--- src/rtl/mmio_uart_tx_pkg.sv ---
`timescale 1ns/1ps
// ----------------------------------------------------------------------------
// mmio_uart_pkg
// Shared types and constants for the memory-mapped UART transmitter:
//   tx_state_e    - serialiser FSM states
//   REG_*         - register offsets decoded from addr[3:2]
//   STAT_*        - bit positions inside the STATUS register
// Optional feature macro used by the slice: UART_TX_PARITY_EN.
// ----------------------------------------------------------------------------
package mmio_uart_pkg;

  typedef enum logic [2:0] {
    IDLE,
    START,
    DATA,
    PARITY,
    STOP
  } tx_state_e;

  localparam logic [1:0] REG_DATA   = 2'd0;
  localparam logic [1:0] REG_STATUS = 2'd1;
  localparam logic [1:0] REG_DIV    = 2'd2;

  localparam int STAT_FULL    = 0;
  localparam int STAT_EMPTY   = 1;
  localparam int STAT_BUSY    = 2;
  localparam int STAT_OVF     = 3;
  localparam int STAT_CNT_LSB = 8;

endpackage

--- src/rtl/mmio_uart_tx_if.sv ---
`timescale 1ns/1ps
// ----------------------------------------------------------------------------
// mmio_uart_tx_if
// dmem-side bus bundle for the UART transmitter.
//   sel  - Mmu select for this block
//   we   - write enable, qualified by sel
//   addr - byte address (only [3:2] decoded by the slave)
//   din  - write data
//   dout - read data, combinational, 0 when not selected
// Modports: master (CPU/Mmu side), slave (UART side).
// ----------------------------------------------------------------------------
interface mmio_uart_tx_if;
  logic        sel;
  logic        we;
  logic [31:0] addr;
  logic [31:0] din;
  logic [31:0] dout;

  modport master (output sel, output we, output addr, output din, input dout);
  modport slave  (input sel, input we, input addr, input din, output dout);
endinterface

--- src/rtl/mmio_uart_tx_fifo.sv ---
`timescale 1ns/1ps
// ----------------------------------------------------------------------------
// sync_fifo
// Single-clock FIFO with a combinational head read.
//   clock, reset - system clock, synchronous active-high reset
//   push, wdata  - write request and data (ignored when full unless popping)
//   pop          - read request (ignored when empty)
//   rdata        - current head entry
//   full, empty  - occupancy flags
//   count        - entries held, 0..DEPTH
// ----------------------------------------------------------------------------
module sync_fifo #(
  parameter int WIDTH = 8,
  parameter int DEPTH = 16
) (
  input  logic                     clock,
  input  logic                     reset,
  input  logic                     push,
  input  logic                     pop,
  input  logic [WIDTH-1:0]         wdata,
  output logic [WIDTH-1:0]         rdata,
  output logic                     full,
  output logic                     empty,
  output logic [$clog2(DEPTH):0]   count
);

  localparam int PW = $clog2(DEPTH);

  logic [WIDTH-1:0] mem_q [DEPTH];
  logic [PW-1:0]    wrPtr_q;
  logic [PW-1:0]    rdPtr_q;
  logic [PW:0]      count_q;
  logic             wrEn;
  logic             rdEn;

  // A push into a full FIFO still lands when the head leaves on the same edge.
  assign rdEn  = pop & ~empty;
  assign wrEn  = push & (~full | rdEn);
  assign full  = (count_q == (PW+1)'(DEPTH));
  assign empty = (count_q == '0);
  assign count = count_q;
  assign rdata = mem_q[rdPtr_q];

  // Pointers wrap naturally modulo DEPTH.
  always_ff @(posedge clock) begin
    if (reset) begin
      wrPtr_q <= '0;
      rdPtr_q <= '0;
      count_q <= '0;
    end else begin
      if (wrEn) wrPtr_q <= wrPtr_q + 1'b1;
      if (rdEn) rdPtr_q <= rdPtr_q + 1'b1;
      count_q <= count_q + {{PW{1'b0}}, wrEn} - {{PW{1'b0}}, rdEn};
    end
  end

  // Storage needs no reset; only entries behind the write pointer are read.
  always_ff @(posedge clock) begin
    if (wrEn) mem_q[wrPtr_q] <= wdata;
  end

endmodule

--- src/rtl/mmio_uart_tx.sv ---
`timescale 1ns/1ps
// ----------------------------------------------------------------------------
// mmio_uart_tx
// Memory-mapped serial transmitter: bytes pushed into a TX FIFO are sent
// 8N1 (8E1 with parity) on tx, one bit per DIV+1 clocks.
//   clock   - system clock
//   reset   - synchronous, active-high
//   bus     - mmio_uart_tx_if.slave (sel, we, addr, din, dout)
//   tx      - serial line, idle high
//   irq_txe - high while the FIFO is empty and the serialiser idle
// Registers (addr[3:2]): 0 DATA (W), 1 STATUS, 2 DIV, 3 reserved.
// Macro UART_TX_PARITY_EN adds an even-parity bit, enabled by DIV bit 16.
// ----------------------------------------------------------------------------
module mmio_uart_tx
  import mmio_uart_pkg::*;
#(
  parameter int DEPTH       = 16,
  parameter int DATA_BITS   = 8,
  parameter int DIV_WIDTH   = 16,
  parameter int DEFAULT_DIV = 86
) (
  input  logic            clock,
  input  logic            reset,
  mmio_uart_tx_if.slave   bus,
  output logic            tx,
  output logic            irq_txe
);

  localparam int CW = $clog2(DEPTH) + 1;
  localparam int BW = $clog2(DATA_BITS);

  logic [1:0]           regSel;
  logic                 wrData, wrStatus, wrDiv;
  logic                 pop;
  logic [DATA_BITS-1:0] fifoHead;
  logic                 fifoFull, fifoEmpty;
  logic [CW-1:0]        fifoCount;
  logic                 busy, bitEnd, parEnable;
  logic                 unusedBits;

  logic                 overflow_q;
  logic [DIV_WIDTH-1:0] div_q;
  tx_state_e            state_q, state_d;
  logic [DIV_WIDTH-1:0] cnt_q, cnt_d;
  logic [DIV_WIDTH-1:0] curDiv_q, curDiv_d;
  logic [DATA_BITS-1:0] shift_q, shift_d;
  logic [BW-1:0]        bitIdx_q, bitIdx_d;
  logic                 parity_q, parity_d;

  assign regSel     = bus.addr[3:2];
  assign wrData     = bus.sel & bus.we & (regSel == REG_DATA);
  assign wrStatus   = bus.sel & bus.we & (regSel == REG_STATUS);
  assign wrDiv      = bus.sel & bus.we & (regSel == REG_DIV);
  assign unusedBits = ^{bus.addr[31:4], bus.addr[1:0], bus.din};

  sync_fifo #(.WIDTH(DATA_BITS), .DEPTH(DEPTH)) u_fifo (
    .clock (clock),
    .reset (reset),
    .push  (wrData),
    .pop   (pop),
    .wdata (bus.din[DATA_BITS-1:0]),
    .rdata (fifoHead),
    .full  (fifoFull),
    .empty (fifoEmpty),
    .count (fifoCount)
  );

  // Overflow is sticky until software writes STATUS; a push that coincides
  // with a pop is accepted and never counts as overflow.
  always_ff @(posedge clock) begin
    if (reset)                           overflow_q <= 1'b0;
    else if (wrStatus)                   overflow_q <= 1'b0;
    else if (wrData & fifoFull & ~pop)   overflow_q <= 1'b1;
  end

  // Divisor register; the serialiser samples it only at bit boundaries.
  always_ff @(posedge clock) begin
    if (reset)      div_q <= DIV_WIDTH'(DEFAULT_DIV);
    else if (wrDiv) div_q <= bus.din[DIV_WIDTH-1:0];
  end

`ifdef UART_TX_PARITY_EN
  logic parEn_q;

  // Parity enable lives in DIV bit 16 regardless of the divisor width.
  always_ff @(posedge clock) begin
    if (reset)      parEn_q <= 1'b1;
    else if (wrDiv) parEn_q <= bus.din[16];
  end
  assign parEnable = parEn_q;
`else
  assign parEnable = 1'b0;
`endif

  // Serialiser state register.
  always_ff @(posedge clock) begin
    if (reset) begin
      state_q  <= IDLE;
      cnt_q    <= '0;
      curDiv_q <= '0;
      shift_q  <= '0;
      bitIdx_q <= '0;
      parity_q <= 1'b0;
    end else begin
      state_q  <= state_d;
      cnt_q    <= cnt_d;
      curDiv_q <= curDiv_d;
      shift_q  <= shift_d;
      bitIdx_q <= bitIdx_d;
      parity_q <= parity_d;
    end
  end

  assign bitEnd = (cnt_q == curDiv_q);

  // Next-state logic. curDiv latches DIV at every bit boundary so a divisor
  // write mid-bit only affects the following bit.
  always_comb begin
    state_d  = state_q;
    cnt_d    = cnt_q;
    curDiv_d = curDiv_q;
    shift_d  = shift_q;
    bitIdx_d = bitIdx_q;
    parity_d = parity_q;
    pop      = 1'b0;

    if (state_q != IDLE) begin
      if (bitEnd) begin
        cnt_d    = '0;
        curDiv_d = div_q;
      end else begin
        cnt_d = cnt_q + 1'b1;
      end
    end

    case (state_q)
      IDLE: begin
        if (!fifoEmpty) begin
          pop      = 1'b1;
          state_d  = START;
          shift_d  = fifoHead;
          parity_d = ^fifoHead;
          cnt_d    = '0;
          curDiv_d = div_q;
        end
      end
      START: begin
        if (bitEnd) begin
          state_d  = DATA;
          bitIdx_d = '0;
        end
      end
      DATA: begin
        if (bitEnd) begin
          shift_d = shift_q >> 1;
          if (bitIdx_q == BW'(DATA_BITS - 1)) begin
`ifdef UART_TX_PARITY_EN
            state_d = parEnable ? PARITY : STOP;
`else
            state_d = STOP;
`endif
          end else begin
            bitIdx_d = bitIdx_q + 1'b1;
          end
        end
      end
      PARITY: begin
        if (bitEnd) state_d = STOP;
      end
      STOP: begin
        if (bitEnd) begin
          if (!fifoEmpty) begin
            pop      = 1'b1;
            state_d  = START;
            shift_d  = fifoHead;
            parity_d = ^fifoHead;
          end else begin
            state_d = IDLE;
          end
        end
      end
      default: state_d = IDLE;
    endcase
  end

  // Line level is a pure decode of the registered state.
  always_comb begin
    case (state_q)
      START:   tx = 1'b0;
      DATA:    tx = shift_q[0];
      PARITY:  tx = parity_q;
      default: tx = 1'b1;
    endcase
  end

  assign busy    = (state_q != IDLE);
  assign irq_txe = fifoEmpty & ~busy;

  // Read mux; everything reads 0 unless selected.
  always_comb begin
    bus.dout = '0;
    if (bus.sel) begin
      case (regSel)
        REG_STATUS: begin
          bus.dout[STAT_FULL]             = fifoFull;
          bus.dout[STAT_EMPTY]            = fifoEmpty;
          bus.dout[STAT_BUSY]             = busy;
          bus.dout[STAT_OVF]              = overflow_q;
          bus.dout[STAT_CNT_LSB +: 8]     = 8'(fifoCount);
        end
        REG_DIV: begin
          bus.dout[DIV_WIDTH-1:0] = div_q;
          bus.dout[16]            = parEnable;
        end
        default: bus.dout = '0;
      endcase
    end
  end

endmodule
--- src/flat_wrapper.sv ---
// flat-port wrapper written by rule: the top's interface ports become plain ports
module mmio_uart_tx_flat import mmio_uart_pkg::*;
#(
  parameter int DEPTH       = 16,
  parameter int DATA_BITS   = 8,
  parameter int DIV_WIDTH   = 16,
  parameter int DEFAULT_DIV = 86
)
  (clock, reset, tx, irq_txe, bus_sel, bus_we, bus_addr, bus_din, bus_dout);
  mmio_uart_tx_if bus_i ();
  input  logic clock;
  input  logic reset;
  output logic tx;
  output logic irq_txe;
  input wire logic [$bits(bus_i.sel)-1:0] bus_sel;
  input wire logic [$bits(bus_i.we)-1:0] bus_we;
  input wire logic [$bits(bus_i.addr)-1:0] bus_addr;
  input wire logic [$bits(bus_i.din)-1:0] bus_din;
  output wire logic [$bits(bus_i.dout)-1:0] bus_dout;
  assign bus_i.sel = bus_sel;
  assign bus_i.we = bus_we;
  assign bus_i.addr = bus_addr;
  assign bus_i.din = bus_din;
  assign bus_dout = bus_i.dout;
  mmio_uart_tx #(.DEPTH(DEPTH), .DATA_BITS(DATA_BITS), .DIV_WIDTH(DIV_WIDTH), .DEFAULT_DIV(DEFAULT_DIV)) u_core (.clock(clock), .reset(reset), .bus(bus_i), .tx(tx), .irq_txe(irq_txe));
endmodule
--- config.mk ---
export PLATFORM = sky130hd
export DESIGN_NAME = mmio_uart_tx_flat
export DESIGN_NICKNAME = d
export VERILOG_FILES = /design/src/rtl/mmio_uart_tx_pkg.sv /design/src/rtl/mmio_uart_tx_if.sv /design/src/rtl/mmio_uart_tx_fifo.sv /design/src/rtl/mmio_uart_tx.sv /design/src/flat_wrapper.sv
export SDC_FILE = /design/constraint.sdc
export NUM_CORES = 1
export LEC_CHECK = 0
export ABC_AREA = 1
export CORE_UTILIZATION = 51
export CTS_BUF_LIST = sky130_fd_sc_hd__clkbuf_4
export CTS_CLUSTER_DIAMETER = 200
export DETAILED_ROUTE_END_ITERATION = 16
export PLACE_DENSITY_LB_ADDON = 0.15
export SYNTH_ARGS = -nofsm -noshare
export SYNTH_HDL_FRONTEND = slang
export SYNTH_HIERARCHICAL = 1
export SYNTH_SLANG_ARGS = --single-unit
--- constraint.sdc ---
create_clock -name clock -period 3.4 [get_ports clock]
set_input_delay 0.34 -clock clock [delete_from_list [all_inputs] [get_ports clock]]
set_output_delay 0.34 -clock clock [all_outputs]
set_load 0.02 [all_outputs]
==> results.rst <==
.. list-table::
   :header-rows: 1

   * - Metric
     - Value
   * - Final setup fails
     - 0
   * - GPL Wtd Cong
     - ~0.82
   * - Number of maximum-capacitance constraint violations
     - 0
   * - Synthesis Warnings
     - 6
   * - Number of global-route vias before repair
     - approximately 7400
   * - Delay of the slowest cell on the worst path
     - approximately 410 ps
   * - Synth Instances
     - 1201
   * - Final wirelength
     - about 22000 um
   * - Hpwl dp
     - roughly 15000 um
   * - Sequential area share after synthesis
     - 0.547
   * - Layout Area Growth over Synthesis
     - 14.4%
   * - Reg2reg path depth
     - 23
   * - Gate family responsible for the most delay along the worst path
     - simple AND/OR/NAND/NOR gates
   * - Initial detailed-routing violation count
     - about 470
   * - Terminating pin of the worst hold path
     - u_core/div_q[12]
   * - Final worst path period need
     - 3100 ps
   * - Vias after detailed routing
     - about 7800
   * - Avg Cell Area, Syn
     - 8.31 um^2
   * - Status
     - complete, no violations
   * - Sum of buffers and inverters on the critical path
     - 4
   * - Commonest non-fill, non-tap cells in the layout
     - 366 x nand2_1, 171 x inv_1, 128 x nand3_1, 128 x edfxtp_1, 117 x nor2_1
   * - Worst setup slack before clock tree synthesis
     - approximately 120 ps
   * - Count of unresolved DRC violations after routing
     - 0
   * - Buffers added on ports
     - 39
   * - Number of distinct library cells after synthesis
     - 35
   * - Vias per cell
     - around 4.9
   * - WHS Path Cells
     - 3
   * - Setup repair after global routing missed its margin
     - no
   * - Area of the die
     - slightly above 20000 um^2
   * - Total GRT Usage
     - 0.229
   * - Kind of critical path
     - register to register
   * - Library cell used as clock root buffer
     - clkbuf_4
   * - Static Leakage
     - 5.04 nW
   * - Setup slack, reg-to-reg
     - slightly below 300 ps
   * - Source-to-sink clock delay at the later pin of the worst-skew pair
     - 670 ps
   * - Layout cells sized above 1
     - 0.127
   * - Clock-pin slew reported for the worst setup and hold paths after clock tree synthesis
     - ~60 ps
   * - Standard-cell row count
     - 50
   * - Power per cell area
     - a little over 700 nW/um^2
   * - Maximum clock skew at final layout
     - approximately 41 ps
   * - Max-slew headroom
     - 0.485
   * - Final #Nets
     - between 1000 and 1500
   * - Final slew viol count
     - 0
   * - Fill count
     - ~1700
   * - Final Cell Area
     - approximately 11000 um^2
   * - Iteration count of the initial detailed-routing pass
     - 5
   * - Peak clock frequency supported by timing
     - approximately 320 MHz
   * - Hold_sp
     - bus_din[12]
   * - Antenna violations before repair
     - 1
   * - Antenna Nets Post-Route
     - 0
   * - Most common cell after layout, fill and taps aside
     - nand2_1
   * - Die Wd
     - roughly 140 um
   * - Core region area
     - 19000 um^2
   * - Post-Synthesis Cell Area
     - about 10000 um^2
   * - Longest Clk Path Bufs
     - 3
   * - Peak ir drop on the vdd network
     - about 0.50 mV
   * - H-Tree Level Count
     - 2
   * - Top-level I/O count
     - about 100
   * - Actual slew at the worst max-slew pin
     - approximately 770 ps
   * - # hold bufs at CTS
     - 0
   * - Worst reg2reg endpoint
     - u_core/u_fifo/count[4]
   * - Worst r2r src
     - u_core/cnt_q[15]
   * - Wire length of the first global-routing pass
     - between 30000 and 40000 um
   * - Aggregate negative setup slack
     - 0 ps
   * - Arrival time of the worst setup path
     - ~3600 ps
   * - Final Cycle Share
     - 0.913
   * - Area after DPL
     - about 11000 um^2
   * - Number of endpoints with negative hold slack in the final report
     - 0
   * - Sort of element at the end of the critical path
     - register
   * - FF+latch count, synth
     - 209
   * - Multi-input combinational cell area
     - 3550 um^2
   * - Starting density of the core
     - 0.527
   * - Min setup slack post-route
     - around 300 ps
   * - Wirelength per Cell
     - roughly 14 um
   * - Biggest fanout along the worst timing path
     - 5
   * - Critical path's slowest cell
     - fa_1
   * - Cells along the critical path
     - inv_1, nand2_1, nand2_1, nor2_1, nand2_1, nor2_4, nand2_2, nand2_1, nand2_1, inv_2, inv_1, nand4_4, nand2_2, ha_1, inv_1, ha_1, fa_1, nand2_1, nand2_1, a21oi_2, nand2_1, nand2_1, nor2_1
   * - Cts bufs inserted
     - 55
   * - TritonCTS clock tree
     - done
   * - Kind of launch point of the worst setup path
     - register
   * - DIE HEIGHT
     - 142 um
   * - Pin count of the biggest net entering global routing
     - 53
   * - Most repeated library cell on the critical path
     - nand2_1
   * - Worst min-delay path class
     - input port to register
   * - Critical path data required time
     - ~3900 ps
   * - Register area
     - roughly 5500 um^2
   * - Aggregate global routing overflow
     - 0
   * - Clock sink total
     - 209
[cell usage after synthesis]
cell	number	area, um^2
fa_1	1	20.0
ha_1	17	213
or2_2	1	6.26
clkbuf_2	1	5.00
a21oi_1	35	175
inv_1	172	646
xor2_1	17	149
a22oi_1	1	7.51
nand4_1	4	25.0
buf_2	14	70.1
nand2_2	10	62.6
nor2_2	5	31.3
nand2_1	366	1370
edfxtp_1	128	3840
buf_4	19	143
nand4_2	1	12.5
clkbuf_1	13	48.8
o21ai_1	1	5.00
conb_1	1	3.75
nor3_1	11	55.1
dfxtp_1	81	1620
inv_2	9	33.8
nand3_1	129	646
a22oi_2	1	12.5
nor3b_1	1	7.51
o21ai_0	22	110
nand2_4	1	11.3
o32ai_1	1	8.76
nor2_1	118	443
xnor2_1	5	43.8
nand3b_1	2	15.0
nor2_4	2	22.5
or2_1	1	6.26
nor4_1	1	6.26
buf_6	9	101
[layout make-up]
class                           count  share of cell area
Multi-Input combinational cell    770               0.311
Inverter                          181              0.0595
Antenna cell                        1            0.000219
Sequential cell                   209               0.479
Clock buffer                       96              0.0631
Clock inverter                      8             0.00296
Tap cell                          260              0.0285
Timing Repair Buffer               70              0.0556
[cell families after synthesis]
family,synth area share
flops,0.547
buf+inv,0.105
simple gates,0.273
fa+ha+maj,0.0233
xor+xnor,0.0193
compound gates,0.0320
other cells,0.000376
[per-stage QoR]
stage | power (W) | cells | utilization | hold slack [ps]
6_report | 0.00821 | 1595 | 0.603 | 274
3_5_place_dp | 0.00593 | 1488 | 0.560 | 435
3_3_place_gp | 0.00590 | 1488 | 0.560 | 431
5_1_grt | 0.00885 | 1595 | 0.603 | 251
4_1_cts | 0.00823 | 1592 | 0.600 | 214
2_1_floorplan | 0.00532 | 1216 | - | 409
[worst max-delay path by stage]
stage / startpoint / to / depth (start not counted)
floorplan: u_core/cnt_q[2] / u_core/u_fifo/count[4] / 23
global placement: u_core/cnt_q[0] / u_core/u_fifo/count[4] / 23
detailed placement: u_core/cnt_q[0] / u_core/u_fifo/count[4] / 23
CTS: u_core/cnt_q[2] / u_core/u_fifo/count[4] / 23
global route: u_core/cnt_q[7] / u_core/u_fifo/count[4] / 23
finish: u_core/cnt_q[15] / u_core/u_fifo/count[4] / 23
[flip-flops by register name (all words and copies together) (netlist names), named ones only]
| name | flops |
|---|---|
| u_core/u_fifo/wrPtr_q | 4 |
| u_core/u_fifo/rdPtr_q | 4 |
| u_core/u_fifo/mem_q | 128 |
| u_core/cnt_q | 16 |
| u_core/curDiv_q | 16 |
| u_core/parity_q | 1 |
| u_core/shift_q | 8 |
| u_core/bitIdx_q | 3 |
| u_core/div_q | 16 |
| u_core/overflow_q | 1 |
| u_core/u_fifo/count | 5 |
| u_core/state_q | 3 |
[tightest hold or removal path: cells and delay by family]
kind | cells | cell delay (ps)
buf+inv | 1 | 390
simple gates | 2 | 150
[where the power goes]
group | switching, W | internal, W | total (W)
Clock | 0.00101 | 0.00126 | 0.00227
Combinational | 0.00192 | 0.000988 | 0.00291
Sequential | 0.000152 | 0.00288 | 0.00303
[metal layers]
layer | share of wire | vias to the layer above | GRT usage
li1 | - | 3963 | -
met1 | 0.43 | 3499 | 0.288
met2 | 0.48 | 247 | 0.384
met3 | 0.068 | 43 | 0.0506
met4 | 0.022 | 0 | 0.0889
met5 | 0 | - | 0
[what timing repair did]
item	CTS	global route
resized for setup	0	13
setup endpoints to repair	0	1
setup buffers	0	2
No activity file was read; power rests on OpenSTA's default activity.
